**config.mk**
```make
export PLATFORM = sky130hd
export DESIGN_NAME = decode_stage
export DESIGN_NICKNAME = d
export VERILOG_FILES = /design/src/rtl/decode_stage.sv
export SDC_FILE = /design/constraint.sdc
export NUM_CORES = 1
export LEC_CHECK = 0
export ABC_AREA = 1
export CORE_MARGIN = 10
export CORE_UTILIZATION = 35
export CTS_BUF_LIST = sky130_fd_sc_hd__clkbuf_8 sky130_fd_sc_hd__clkbuf_16
export DETAILED_ROUTE_END_ITERATION = 16
export MAX_ROUTING_LAYER = met4
export SYNTH_ARGS = -nofsm -noshare
export SYNTH_HDL_FRONTEND = slang
export SYNTH_SLANG_ARGS = --single-unit
```
**constraint.sdc**
```tcl
create_clock -name clk -period 4 [get_ports clk]
set_input_delay 0.6 -clock clk [delete_from_list [all_inputs] [get_ports clk]]
set_output_delay 0.6 -clock clk [all_outputs]
set_load 0.05 [all_outputs]
```
**src/rtl/decode_stage.sv**
```systemverilog
// Registered Thumb-16 decode stage with a 2-entry skid buffer toward execute.
// DECODE_BCOND_EN enables conditional-branch (BCC) decode; otherwise 1101 patterns are undefined.
module decode_stage #(
  parameter int DATA_W = 32,
  parameter int SEL_W  = 4,
  parameter int UOP_W  = 5,
  parameter int CNT_W  = 8
) (
  input  logic              clk,
  input  logic              rst_n,
  input  logic              flush,
  input  logic              in_valid,
  output logic              in_ready,
  input  logic [15:0]       instruction,
  output logic              out_valid,
  input  logic              out_ready,
  output logic [UOP_W-1:0]  uop,
  output logic              num_to_rhs,
  output logic [DATA_W-1:0] num,
  output logic [SEL_W-1:0]  sel_p0,
  output logic [SEL_W-1:0]  sel_p1,
  output logic [SEL_W-1:0]  sel_in,
  output logic [3:0]        cond,
  output logic              explose,
  output logic [CNT_W-1:0]  illegal_count
);

  localparam logic [UOP_W-1:0] U_ADD = UOP_W'(1);
  localparam logic [UOP_W-1:0] U_SUB = UOP_W'(2);
  localparam logic [UOP_W-1:0] U_CMP = UOP_W'(3);
  localparam logic [UOP_W-1:0] U_EOR = UOP_W'(4);
  localparam logic [UOP_W-1:0] U_LSL = UOP_W'(5);
  localparam logic [UOP_W-1:0] U_MOV = UOP_W'(6);
  localparam logic [UOP_W-1:0] U_LDR = UOP_W'(7);
  localparam logic [UOP_W-1:0] U_STR = UOP_W'(8);
  localparam logic [UOP_W-1:0] U_B   = UOP_W'(9);
`ifdef DECODE_BCOND_EN
  localparam logic [UOP_W-1:0] U_BCC = UOP_W'(10);
`endif

  typedef struct packed {
    logic [UOP_W-1:0]  uop;
    logic              rhs;
    logic [DATA_W-1:0] num;
    logic [SEL_W-1:0]  p0;
    logic [SEL_W-1:0]  p1;
    logic [SEL_W-1:0]  wb;
    logic [3:0]        cond;
    logic              expl;
  } dec_t;

  dec_t             dec_d, main_q, skid_q;
  logic             main_vld_q, skid_vld_q;
  logic [CNT_W-1:0] cnt_q;
  logic             in_fire, out_fire, load_main;

  always_comb begin
    dec_d = '0;
    casez (instruction)
      16'b00000???????????: begin
        dec_d.p0 = SEL_W'(instruction[5:3]);
        dec_d.wb = SEL_W'(instruction[2:0]);
        if (instruction[10:6] != 5'd0) begin
          dec_d.uop = U_LSL;
          dec_d.num = DATA_W'(instruction[10:6]);
          dec_d.rhs = 1'b1;
        end else begin
          dec_d.uop = U_MOV;
        end
      end
      16'b00011???????????: begin
        dec_d.uop = instruction[9] ? U_SUB : U_ADD;
        dec_d.p0  = SEL_W'(instruction[5:3]);
        dec_d.wb  = SEL_W'(instruction[2:0]);
        if (instruction[10]) begin
          dec_d.num = DATA_W'(instruction[8:6]);
          dec_d.rhs = 1'b1;
        end else begin
          dec_d.p1 = SEL_W'(instruction[8:6]);
        end
      end
      16'b001?????????????: begin
        case (instruction[12:11])
          2'b00:   dec_d.uop = U_MOV;
          2'b01:   dec_d.uop = U_CMP;
          2'b10:   dec_d.uop = U_ADD;
          default: dec_d.uop = U_SUB;
        endcase
        dec_d.num = DATA_W'(instruction[7:0]);
        dec_d.rhs = 1'b1;
        if (instruction[12:11] != 2'b00) dec_d.p0 = SEL_W'(instruction[10:8]);
        if (instruction[12:11] != 2'b01) dec_d.wb = SEL_W'(instruction[10:8]);
      end
      16'b0100000001??????: begin
        dec_d.uop = U_EOR;
        dec_d.p0  = SEL_W'(instruction[2:0]);
        dec_d.p1  = SEL_W'(instruction[5:3]);
        dec_d.wb  = SEL_W'(instruction[2:0]);
      end
      16'b0110????????????: begin
        // imm5 is a word index; execute does the scaling
        dec_d.num = DATA_W'(instruction[10:6]);
        dec_d.rhs = 1'b1;
        dec_d.p0  = SEL_W'(instruction[5:3]);
        if (instruction[11]) begin
          dec_d.uop = U_LDR;
          dec_d.wb  = SEL_W'(instruction[2:0]);
        end else begin
          dec_d.uop = U_STR;
          dec_d.p1  = SEL_W'(instruction[2:0]);
        end
      end
      16'b11100???????????: begin
        dec_d.uop = U_B;
        dec_d.num = {{(DATA_W-11){instruction[10]}}, instruction[10:0]};
        dec_d.rhs = 1'b1;
      end
      16'b1101????????????: begin
`ifdef DECODE_BCOND_EN
        if (instruction[11:8] <= 4'b1101) begin
          dec_d.uop  = U_BCC;
          dec_d.cond = instruction[11:8];
          dec_d.num  = {{(DATA_W-8){instruction[7]}}, instruction[7:0]};
          dec_d.rhs  = 1'b1;
        end else begin
          dec_d.expl = 1'b1;
        end
`else
        dec_d.expl = 1'b1;
`endif
      end
      default: dec_d.expl = 1'b1;
    endcase
  end

  assign in_fire   = in_valid & ~skid_vld_q;
  assign out_fire  = main_vld_q & out_ready;
  assign load_main = ~main_vld_q | out_fire;

  // Skid only fills when main is held; it always drains into main first, keeping order.
  always_ff @(posedge clk or negedge rst_n) begin
    if (!rst_n) begin
      main_vld_q <= 1'b0;
      skid_vld_q <= 1'b0;
      main_q     <= '0;
      skid_q     <= '0;
      cnt_q      <= '0;
    end else if (flush) begin
      main_vld_q <= 1'b0;
      skid_vld_q <= 1'b0;
    end else begin
      if (load_main) begin
        main_vld_q <= skid_vld_q | in_fire;
        skid_vld_q <= 1'b0;
        if (skid_vld_q)   main_q <= skid_q;
        else if (in_fire) main_q <= dec_d;
      end else if (in_fire) begin
        skid_vld_q <= 1'b1;
        skid_q     <= dec_d;
      end
      if (in_fire && dec_d.expl && !(&cnt_q)) cnt_q <= cnt_q + CNT_W'(1);
    end
  end

  assign in_ready      = ~skid_vld_q;
  assign out_valid     = main_vld_q;
  assign uop           = main_q.uop;
  assign num_to_rhs    = main_q.rhs;
  assign num           = main_q.num;
  assign sel_p0        = main_q.p0;
  assign sel_p1        = main_q.p1;
  assign sel_in        = main_q.wb;
  assign cond          = main_q.cond;
  assign explose       = main_q.expl;
  assign illegal_count = cnt_q;

endmodule

```
Yosys cells after proc, flatten, opt, wreduce, memory -nomap -nowiden --
Cells that the tools add are included.
Word-level totals: register bits 116, latch bits 0, RAM bits 0, memory bits (read-only) 0, input bits 21, logic and storage cells 76, memories 0
Operators by class: $add $sub $neg 1, multipliers 0, divide/modulo/power cells 0, order comparisons 0, equality and inequality tests 8, shift-type cells 0, multiplexer cells 24, bitwise gates (word level) 8, reductions and logical operators 17
Operators with widths (number):
- 33-bit one-hot mux with 5 select lines | 1
- 55-bit two-way mux | 2
- 33-bit two-way mux | 2
- 4-bit one-hot mux with 3 select lines | 3
- 5-bit one-hot mux with 6 select lines | 1
- 3-bit two-way mux | 5
- 10-bit by 9-bit equality test with 1-bit output, second input constant | 1
- 3-bit one-hot mux with 3 select lines | 1
- 8-bit by 1-bit adder with 8-bit output, second input constant | 1
- 8-bit AND reduction | 1
- 1-bit two-way mux | 6
- 3-bit AND reduction | 2
- 2-bit nonzero test | 3
- 3-bit OR reduction | 2
- 6-bit OR reduction | 1
- 5-bit by 2-bit equality test with 1-bit output, second input constant | 1
- 5-bit equality test, second input constant | 1
- 5-bit logical NOT | 1
- 5-bit nonzero test | 1
- 4-bit by 3-bit equality test with 1-bit output, second input constant | 1
- 2-bit two-way mux | 2
- 4-bit two-way mux | 1
- 1-bit NOT | 4
- 3-bit by 1-bit equality test with 1-bit output, second input constant | 1
- other kinds (10) | 13

Logic depth before layout (Yosys ltp) --
Gate-level depths: netlist of run 1.
depth in word-level cells 6, mapped depth 12, gate-level depth less buffers 12

Worst setup path after synthesis of run 1 --
Ideal clock, no wire load.
kind register -> output, start point register, netlist name num[30], end point output num[11], data arrival time 1.250 ns, required time 3.400 ns, setup slack 2.150 ns, cell stages (with the launch flop) 2, path buffers 1, path through dfrtp_1 buf_4
RTL lines:
- end: declaration | RTL line 19 | output logic [DATA_W-1:0] num,

Worst setup path after layout of run 1 --
start point register skid_vld_q, end point output in_ready
Between the ends: word-level cells in the longest chain between the ends 1
RTL lines:
- start: declaration | RTL line 53 | logic main_vld_q, skid_vld_q;
- start signal: assignment | RTL line 144 | skid_vld_q <= 1'b0;
- start signal: assignment | RTL line 150 | skid_vld_q <= 1'b0;
- start signal: assignment | RTL line 154 | skid_vld_q <= 1'b0;
- 1-bit NOT | RTL line 165 | assign in_ready = ~skid_vld_q;
- end: declaration | RTL line 13 | output logic in_ready,
No other way between the ends.

==> impl_metrics.yaml, run 1 <==
logic_synthesis:
  syn-cell-area_um2: 3570
  async_reset_ff_frac: 1.00
  synth.avg_cell_area_um2: 7.43
  synth.distinct_cells: 32
  yosysWarnings: 0
  synthCells: 480
  synth_commonest_cells: "nand2_1, dfrtp_1, nor2_1"
  synth_most_common_cell: "nand2_1"
  synth_edf_count: 0
  yosys-top-cells-area: "dfrtp_1, nand2_1, nor2_1, buf_4, nand3_1"
  ys_ff_latch: 62
  synth_flop_cell: "dfrtp_1"
  yosysTopAreaCell: "dfrtp_1"
  synth_top_area_share: 0.435
  ys_seq_area_frac: 0.435
clock_network:
  post_cts_buffers: 0
  cts-resized-gates: 0
  cts_sinks: 62
  clk_transition_reported_paths_ps: 70
  worstSkewPairLatency_ps: 350
  hold_buffers: 0
  cts_buffer_depth: 2
  cts_root_buffer: "clkbuf_8"
  htreeDepth: 3
  cts_tree: "done"
  cts_buffers: 9
timing:
  setup_tns_ps: 0
  worst_clock_skew_ps: 9.11
  timing.final.crit_share: 0.687
  setup_viol: 0
  hold_slack_ps: 260
  slew_headroom: 0.512
  fmaxAchievable_mhz: 364
  worst_slew_pin_slew_ps: 732
  rsz0062_at_grt: "false"
  final_hold_viol_count: 0
  fin_crit_ps: 2750
  slew_viol_final: 0
critical_path:
  cp-end-kind: "output port"
  start_kind: "flop"
  crit_path_cell_trace: "inv_2 -> clkdlybuf4s50_1"
  cp_slowest_cell: "dfrtp_1"
  crit_required_ps: 3400
  critPathKind: "flop to output port"
  max_stage_delay_ps: 820
  critPathBufInv: 2
  arrival_ps: 2150
  cp_top_family: "buffers and inverters"
  critPathMaxFanout: 21
routing:
  wirelength_um: 9970
  drt-vias-per-instance: 4.82
  first_iter_violations: 170
  route.detailed.drc: 0
  detail-route-antenna-nets: 0
  vias: 3231
  routedWlPerCell_um: 14.9
  first_pass_iters: 5
layout:
  antenna_cells: 0
  fin_nets: 560
  layout-drive-gt1-share: 0.0799
  area_growth_pct: 25.4
grt:
  grt_max_degree: 42
  grt_first_pass_wirelength_um: 16500
  antenna_found_initial: 0
  grt_pass1_vias: 3180
  grt_usage: 0.143
  overflow: 0
pwr:
  combPwrFrac: 0.348
  switching_power_mw: 0.834
  power.total_mw: 2.16
  leakage_nw: 2.21
  seqPwrFrac: 0.373
  p_int_mw: 1.32
  pwr-share-clk: 0.279
  p_per_area_nw_per_um2: 482
  ir_drop_mv: 0.300
  swShare: 0.387
floorplanning:
  fp-row-count: 36
  start_util: 0.362
  die-area_um2: 14600
  die_w_um: 121
  die_h_um: 121
  ios: 86
  core_area_um2: 9860
run:
  drv_cap: 0
place:
  gp_congestion: 0.890
  port_buffers: 77
  hpwl_um: 7400
hold_path:
  hold_class: "input pin to asynchronous set/reset pin"
status:
  status: "finished clean"
## cell usage in the layout, fill, tap and decap left out, types with 2 or more instances in the layout
master	n
a21oi_1	11
a31oi_1	11
buf_4	4
clkbuf_8	13
clkdlybuf4s50_1	76
clkinv_2	2
conb_1	8
dfrtp_1	62
ha_1	6
inv_1	26
inv_2	6
nand2_1	141
nand2_2	6
nand3_1	36
nand4_1	8
nor2_1	62
nor2_2	4
nor3_1	3
o21a_1	4
o21ai_0	20
o21ai_1	12
or2_2	2
xnor2_1	2
xor2_1	4
## final timing paths
path	startpoint	endpoint	slack (ps)	cells past startpoint
max	skid_vld_q$_DFFE_PN0P_	in_ready	1250	2
min	rst_n	skid_q[6]$_DFFE_PN0P_	260	1
max reg2reg	skid_vld_q$_DFFE_PN0P_	skid_q[15]$_DFFE_PN0P_	1740	6
min reg2reg	num[0]$_DFFE_PN0P_	num[0]$_DFFE_PN0P_	480	2
max in group asynchronous	rst_n	illegal_count[5]$_DFFE_PN0P_	2830	2
min in group clk	num[0]$_DFFE_PN0P_	num[0]$_DFFE_PN0P_	480	2
## per-stage QoR
stage	setup slack (ps)	std cells	utilization	instance area, um2
floorplan	2150	487	-	3590
global placement	1140	655	0.431	4260
detailed placement	994	655	0.431	4260
CTS	1270	671	0.454	4470
global route	1050	671	0.454	4470
finish	1250	671	0.454	4470
## registers in the layout, summed over array words and instances, names as in the netlist
name           cells
explose            1
illegal_count      8
sel_p0             3
skid_q            26
num               11
skid_vld_q         1
sel_in             3
num_to_rhs         1
out_valid          1
uop                4
sel_p1             3
## layer usage
layer / track usage / wire length [um] / vias up / share of wire
li1: - / - / 1606 / -
met1: 0.181 / 4610 / 1488 / 0.46
met4: 0.0701 / 211 / 0 / 0.021
met5: - / 0 / - / 0
met3: 0.0302 / 734 / 17 / 0.074
met2: 0.211 / 4420 / 120 / 0.44
## worst reg2reg max path: cells and delay by family (launching register included)
family / cells / cell delay (ps)
AOI/OAI and AO/OA: 1 / 120
DFF: 1 / 660
and+or+nand+nor: 3 / 780
buffers and inverters: 2 / 590
## power groups by stage
stage	combinational [mW]	sequential [mW]	clock [mW]
floorplan	0.378	0.980	0
global placement	0.751	0.812	0
detailed placement	0.757	0.818	0
CTS	0.758	0.806	0.616
global route	0.801	0.823	0.639
finish	0.750	0.805	0.601
## area by class of cell
type	count	area, um2
flip-flops and latches	62	1550
multi-input cells	347	1620
inverters	32	120
clock inverters	3	40.0
clock buffers	13	179
well taps	133	166
fillers	993	5390
repair buffers	81	796
## logic make-up (layout without fill, tap and decap cells)
family / Yosys count / in the layout / synth area share
other cells: 1 / 8 / 0.00105
simple gates: 266 / 266 / 0.314
buf+inv: 78 / 129 / 0.118
fa+ha+maj: 6 / 6 / 0.0210
compound gates: 61 / 61 / 0.0961
xor+xnor: 6 / 6 / 0.0147
flops: 62 / 62 / 0.435
(Power assumes the default switching activity.)
==> run 2: changes to the inputs <==
- clock period: 4 -> 2.5 ns (I/O delays scaled with it)
==> impl_metrics.yaml, run 2 (same netlist as run 1, synthesis figures left out) <==
critical_path:
  cp-end-kind: "output port"
  max_stage_delay_ps: 920
  start_kind: "flop"
  critPathKind: "flop to output port"
  critPathMaxFanout: 23
  cp_slowest_cell: "clkdlybuf4s50_1"
  crit_path_cell_trace: "clkdlybuf4s50_1"
  cp_top_family: "buffers and inverters"
  critPathBufInv: 1
  crit_required_ps: 2120
  arrival_ps: 1940
place:
  port_buffers: 77
  hpwl_um: 7630
  placed_cells: 663
  gp_congestion: 0.913
  placed_cell_area_um2: 4340
routing:
  wirelength_um: 10100
  routedWlPerCell_um: 14.9
  first_iter_violations: 183
  route.detailed.drc: 0
  vias: 3271
  detail-route-antenna-nets: 0
  drt-vias-per-instance: 4.82
  first_pass_iters: 5
grt:
  overflow: 0
  grt_first_pass_wirelength_um: 17100
  grt_max_degree: 37
  antenna_found_initial: 0
  grt_pass1_vias: 3347
  grt_usage: 0.147
layout:
  fin_nets: 568
  fin_cells: 679
  antenna_cells: 0
  layout-drive-gt1-share: 0.0952
  largest_reg_flops: 26
  regMostFlops: "skid_q"
  seq_area_um2: 1550
  final_common_cell: "nand2_1"
  multiInputGateArea_um2: 1620
  design_area_um2: 4550
  n_fill_cell: 995
  final_cell_mix: "nand2_1, clkdlybuf4s50_1, nor2_1, dfrtp_1, nand3_1"
  area_growth_pct: 27.4
pwr:
  p_int_mw: 2.07
  swShare: 0.396
  seqPwrFrac: 0.374
  ir_drop_mv: 0.549
  combPwrFrac: 0.355
  switching_power_mw: 1.36
  p_per_area_nw_per_um2: 755
  power.total_mw: 3.43
  leakage_nw: 2.24
  pwr-share-clk: 0.271
floorplanning:
  core_area_um2: 9860
  start_util: 0.362
  fp-row-count: 36
  ios: 86
  die-area_um2: 14600
  die_h_um: 121
  die_w_um: 121
clock_network:
  cts_root_buffer: "clkbuf_8"
  cts_buffer_depth: 2
  post_cts_buffers: 0
  clk_transition_reported_paths_ps: 70
  htreeDepth: 3
  hold_buffers: 0
  worstSkewPairLatency_ps: 340
  cts_buffers: 9
  cts_tree: "done"
  cts-resized-gates: 0
  cts_sinks: 62
timing:
  timing.final.crit_share: 0.927
  slew_viol_final: 0
  setup_tns_ps: 0
  slew_headroom: 0.565
  final_hold_viol_count: 0
  worst_clock_skew_ps: 8.83
  worst_slew_pin_slew_ps: 652
  rsz0062_at_grt: "false"
  setup_viol: 0
  fin_crit_ps: 2320
  fmaxAchievable_mhz: 431
hold_path:
  hold_class: "input pin to asynchronous set/reset pin"
status:
  status: "finished clean"
run:
  drv_cap: 0
[run 2: cell count changes in the layout (fill, tap and decap cells not counted)]
cell	delta
buf_12	+2
buf_4	+7
clkbuf_8	-2
clkdlybuf4s50_1	-1
clkinv_2	-1
clkinvlp_4	+3
[run 2: per-stage QoR]
| step | worst slack [ps] | utilization | hold WS (ps) |
|---|---|---|---|
| 2_1_floorplan | 745 | - | 79.4 |
| 3_3_place_gp | 226 | 0.440 | 451 |
| 3_5_place_dp | 124 | 0.440 | 439 |
| 4_1_cts | 128 | 0.461 | 61.2 |
| 5_1_grt | 27.7 | 0.461 | 87.3 |
| 6_report | 182 | 0.461 | 56.3 |
[run 2: path summary, 6_finish.rpt]
kind / startpoint / end / slack (ps) / cells past startpoint
max reg2reg: illegal_count[0]$_DFFE_PN0P_ / illegal_count[7]$_DFFE_PN0P_ / 780 / 7
min: rst_n / sel_in[1]$_DFFE_PN0P_ / 60 / 1
max: num[30]$_DFFE_PN0P_ / num[17] / 180 / 1
min in group clk: sel_in[2]$_DFFE_PN0P_ / sel_in[2]$_DFFE_PN0P_ / 480 / 2
max in group asynchronous: rst_n / num[8]$_DFFE_PN0P_ / 1820 / 2
min reg2reg: sel_in[2]$_DFFE_PN0P_ / sel_in[2]$_DFFE_PN0P_ / 480 / 2
[run 2: layer usage]
metal  share of wire  routed length [um]  global-route usage
met1            0.47                4770               0.192
met2            0.45                4540               0.222
met3           0.071                 720              0.0298
met4           0.011                 108              0.0468
met5               0                   0                   -
[run 2: area by class of cell]
cell class	count	area share
multi-input combinational	347	0.357
sequential	62	0.341
timing repair buffer	89	0.193
tap	133	0.0366
clock buffer	11	0.0333
inverter	32	0.0264
clock inverter	5	0.0127
[run 2: power by group through the flow]
stage / registers, mW / clock network (mW) / logic, mW
2_1_floorplan: 1.57 / 0 / 0.605
3_3_place_gp: 1.30 / 0 / 1.22
3_5_place_dp: 1.30 / 0 / 1.23
4_1_cts: 1.29 / 0.962 / 1.23
5_1_grt: 1.31 / 1.01 / 1.31
6_report: 1.28 / 0.931 / 1.22
==> variant, RTL diff (flow settings as in run 1) <==
`DATA_W`: 32 -> 64.
--- a/src/rtl/decode_stage.sv
+++ b/src/rtl/decode_stage.sv
@@ -2,5 +2,5 @@
 // DECODE_BCOND_EN enables conditional-branch (BCC) decode; otherwise 1101 patterns are undefined.
 module decode_stage #(
-  parameter int DATA_W = 32,
+  parameter int DATA_W = 64,
   parameter int SEL_W  = 4,
   parameter int UOP_W  = 5,
Interface: changed (resized num); port bits go from 86 to 118. The function was not compared with the original's and may differ.
==> variant against run 1 <==
Critical path depth unchanged. Utilization increased by 0.92 points. Area after synthesis increased by 6.2%. Final area increased by 7.7%. Total power decreased by 2.0%. Hold slack got worse by 0.010 ns. Die area increased by 5.2%. Routed wire length increased by 6.5%. Worst setup slack improved by 0.15 ns. Non-clock buffer count increased by 36. Clock power increased by 4.7%. Sequential cell count unchanged. Synthesized cell count increased by 4.8%. Clock skew decreased by 0.0042 ns. Largest cell class unchanged. Largest power group unchanged.
==> variant: results (changes against run 1) <==
* Reg-to-reg setup timing slack at 2.01 ns (+0.27 ns)
* Xor/xnor cell area share of the yosys netlist at 1.39% (-0.086 points)
* Via-to-Cell Ratio at 4.74 (-1.5%)
* Outcome: finished clean
* WL met2 at 4.53 mm (+2.6%)
* Global-route wire length before repair at 17.0 mm (+3.0%)
* CP Launch Point: num[62]
* Pre-CTS WS at 1.23 ns (+0.235 ns)
* Filler Cell Count at 1044 (+5.1%)
* Layout cell share with drive strength beyond 1 at 7.95% (-0.042 points)
* Metal3 WL at 959 µm (+31%)
* Worst VDD drop at 0.230 mV (-23%)
* Crit path arrival time at 1.99 ns (-0.16 ns)
* R2r endpoint: sel_p0[2]
* FF-to-FF path depth at 7 (+1)
* Hold slack final at 0.250 ns (-0.0102 ns)
* Sequential share of the synthesized area at 40.9% (-2.5 points)
* GRT Overall Usage at 14.3% (+0.022 points)
* Synth area leaders: dfrtp_1 (41%), nand2_1 (15%), buf_4 (12%)
* Leak at 2.36 nW (+6.5%)
* IO Port Bufs at 109 (+42%)
* Commonest cells post-synth: nand2_1 (150), dfrtp_1 (62), buf_4 (61), nor2_1 (54), nand3_1 (31)
* Met1 WL at 4.99 mm (+8.2%)
* Via count at 3328 (+3.0%)
* Total Wirelength at 10.6 mm (+6.5%)
* Multi-input gate area at 1610 µm² (-0.54%)
* Adder-cell area share of the yosys netlist at 1.98% (-0.12 points)
* RD Place Congestion at 0.933 (+4.8%)
* Worst-margin pin slew at 1.09 ns (+0.361 ns)
* Nets at 589 (+5.2%)
* Iteration-0 DRC Markers at 238 (+40%)
* CP Max Fanout at 54 (+160%)
* Post-DP Area at 4600 µm² (+8.1%)
* Detailed Place HPWL at 7.94 mm (+7.3%)
* Synth Area in Compound Gates at 8.32% (-1.3 points)
* Library cells used by synthesis at 33 (+3.1%)
[variant: cell types whose count changed after synthesis, moves of 4 or more]
| cell | run 1 | this run |
|---|---|---|
| nor2_1 | 62 | 54 |
| nand3_1 | 36 | 31 |
| o21ai_1 | 12 | 6 |
| o21a_1 | 4 | 0 |
| o21ai_0 | 20 | 25 |
| buf_4 | 29 | 61 |
| nand2_1 | 141 | 150 |
| a21oi_1 | 11 | 15 |
[variant: layout make-up]
class,instances,area share [%]
Tap cell,136,3.53
Clock buffer,11,3.14
Inverter,31,2.47
Timing Repair Buffer,117,23.8
Clock inverter,4,1.45
Sequential cell,62,32.2
Multi-Input combinational cell,341,33.5
[variant: worst max-delay path, cell delays in order, from the launching register on]
cell,delay [ns]
dfrtp_1,0.35
buf_4,0.38
clkdlybuf4s50_1,0.90
[variant: logic make-up (layout without fill, tap and decap cells)]
logic type / after synthesis / count (layout)
simple gates: 263 / 263
buf+inv: 107 / 163
flops: 62 / 62
compound gates: 58 / 58
fa+ha+maj: 6 / 6
xor+xnor: 6 / 6
other cells: 1 / 8
[variant: per-layer routing]
layer / vias to the layer above / track usage (%)
met3: 12 / 3.71
met1: 1536 / 18.7
li1: 1656 / -
met2: 124 / 21.0
met4: 0 / 4.60
met5: - / -
[variant: worst max path at each step]
stage	depth (start not counted)	slack [ns]	endpoint
3_3_place_gp	11	1.32	illegal_count[2]
2_1_floorplan	1	1.62	num[11]
3_5_place_dp	11	1.23	illegal_count[6]
5_1_grt	2	1.27	num[40]
4_1_cts	2	1.37	num[36]
6_report	2	1.41	num[60]
[variant: report_power, final]
part | internal (W) | total [W] | leakage [nW] | switching [W]
logic | 0.000221 | 0.000697 | 1.42 | 0.000476
clock network | 0.000379 | 0.000629 | 0.115 | 0.000250
registers | 0.000722 | 0.000786 | 0.817 | 0.0000646
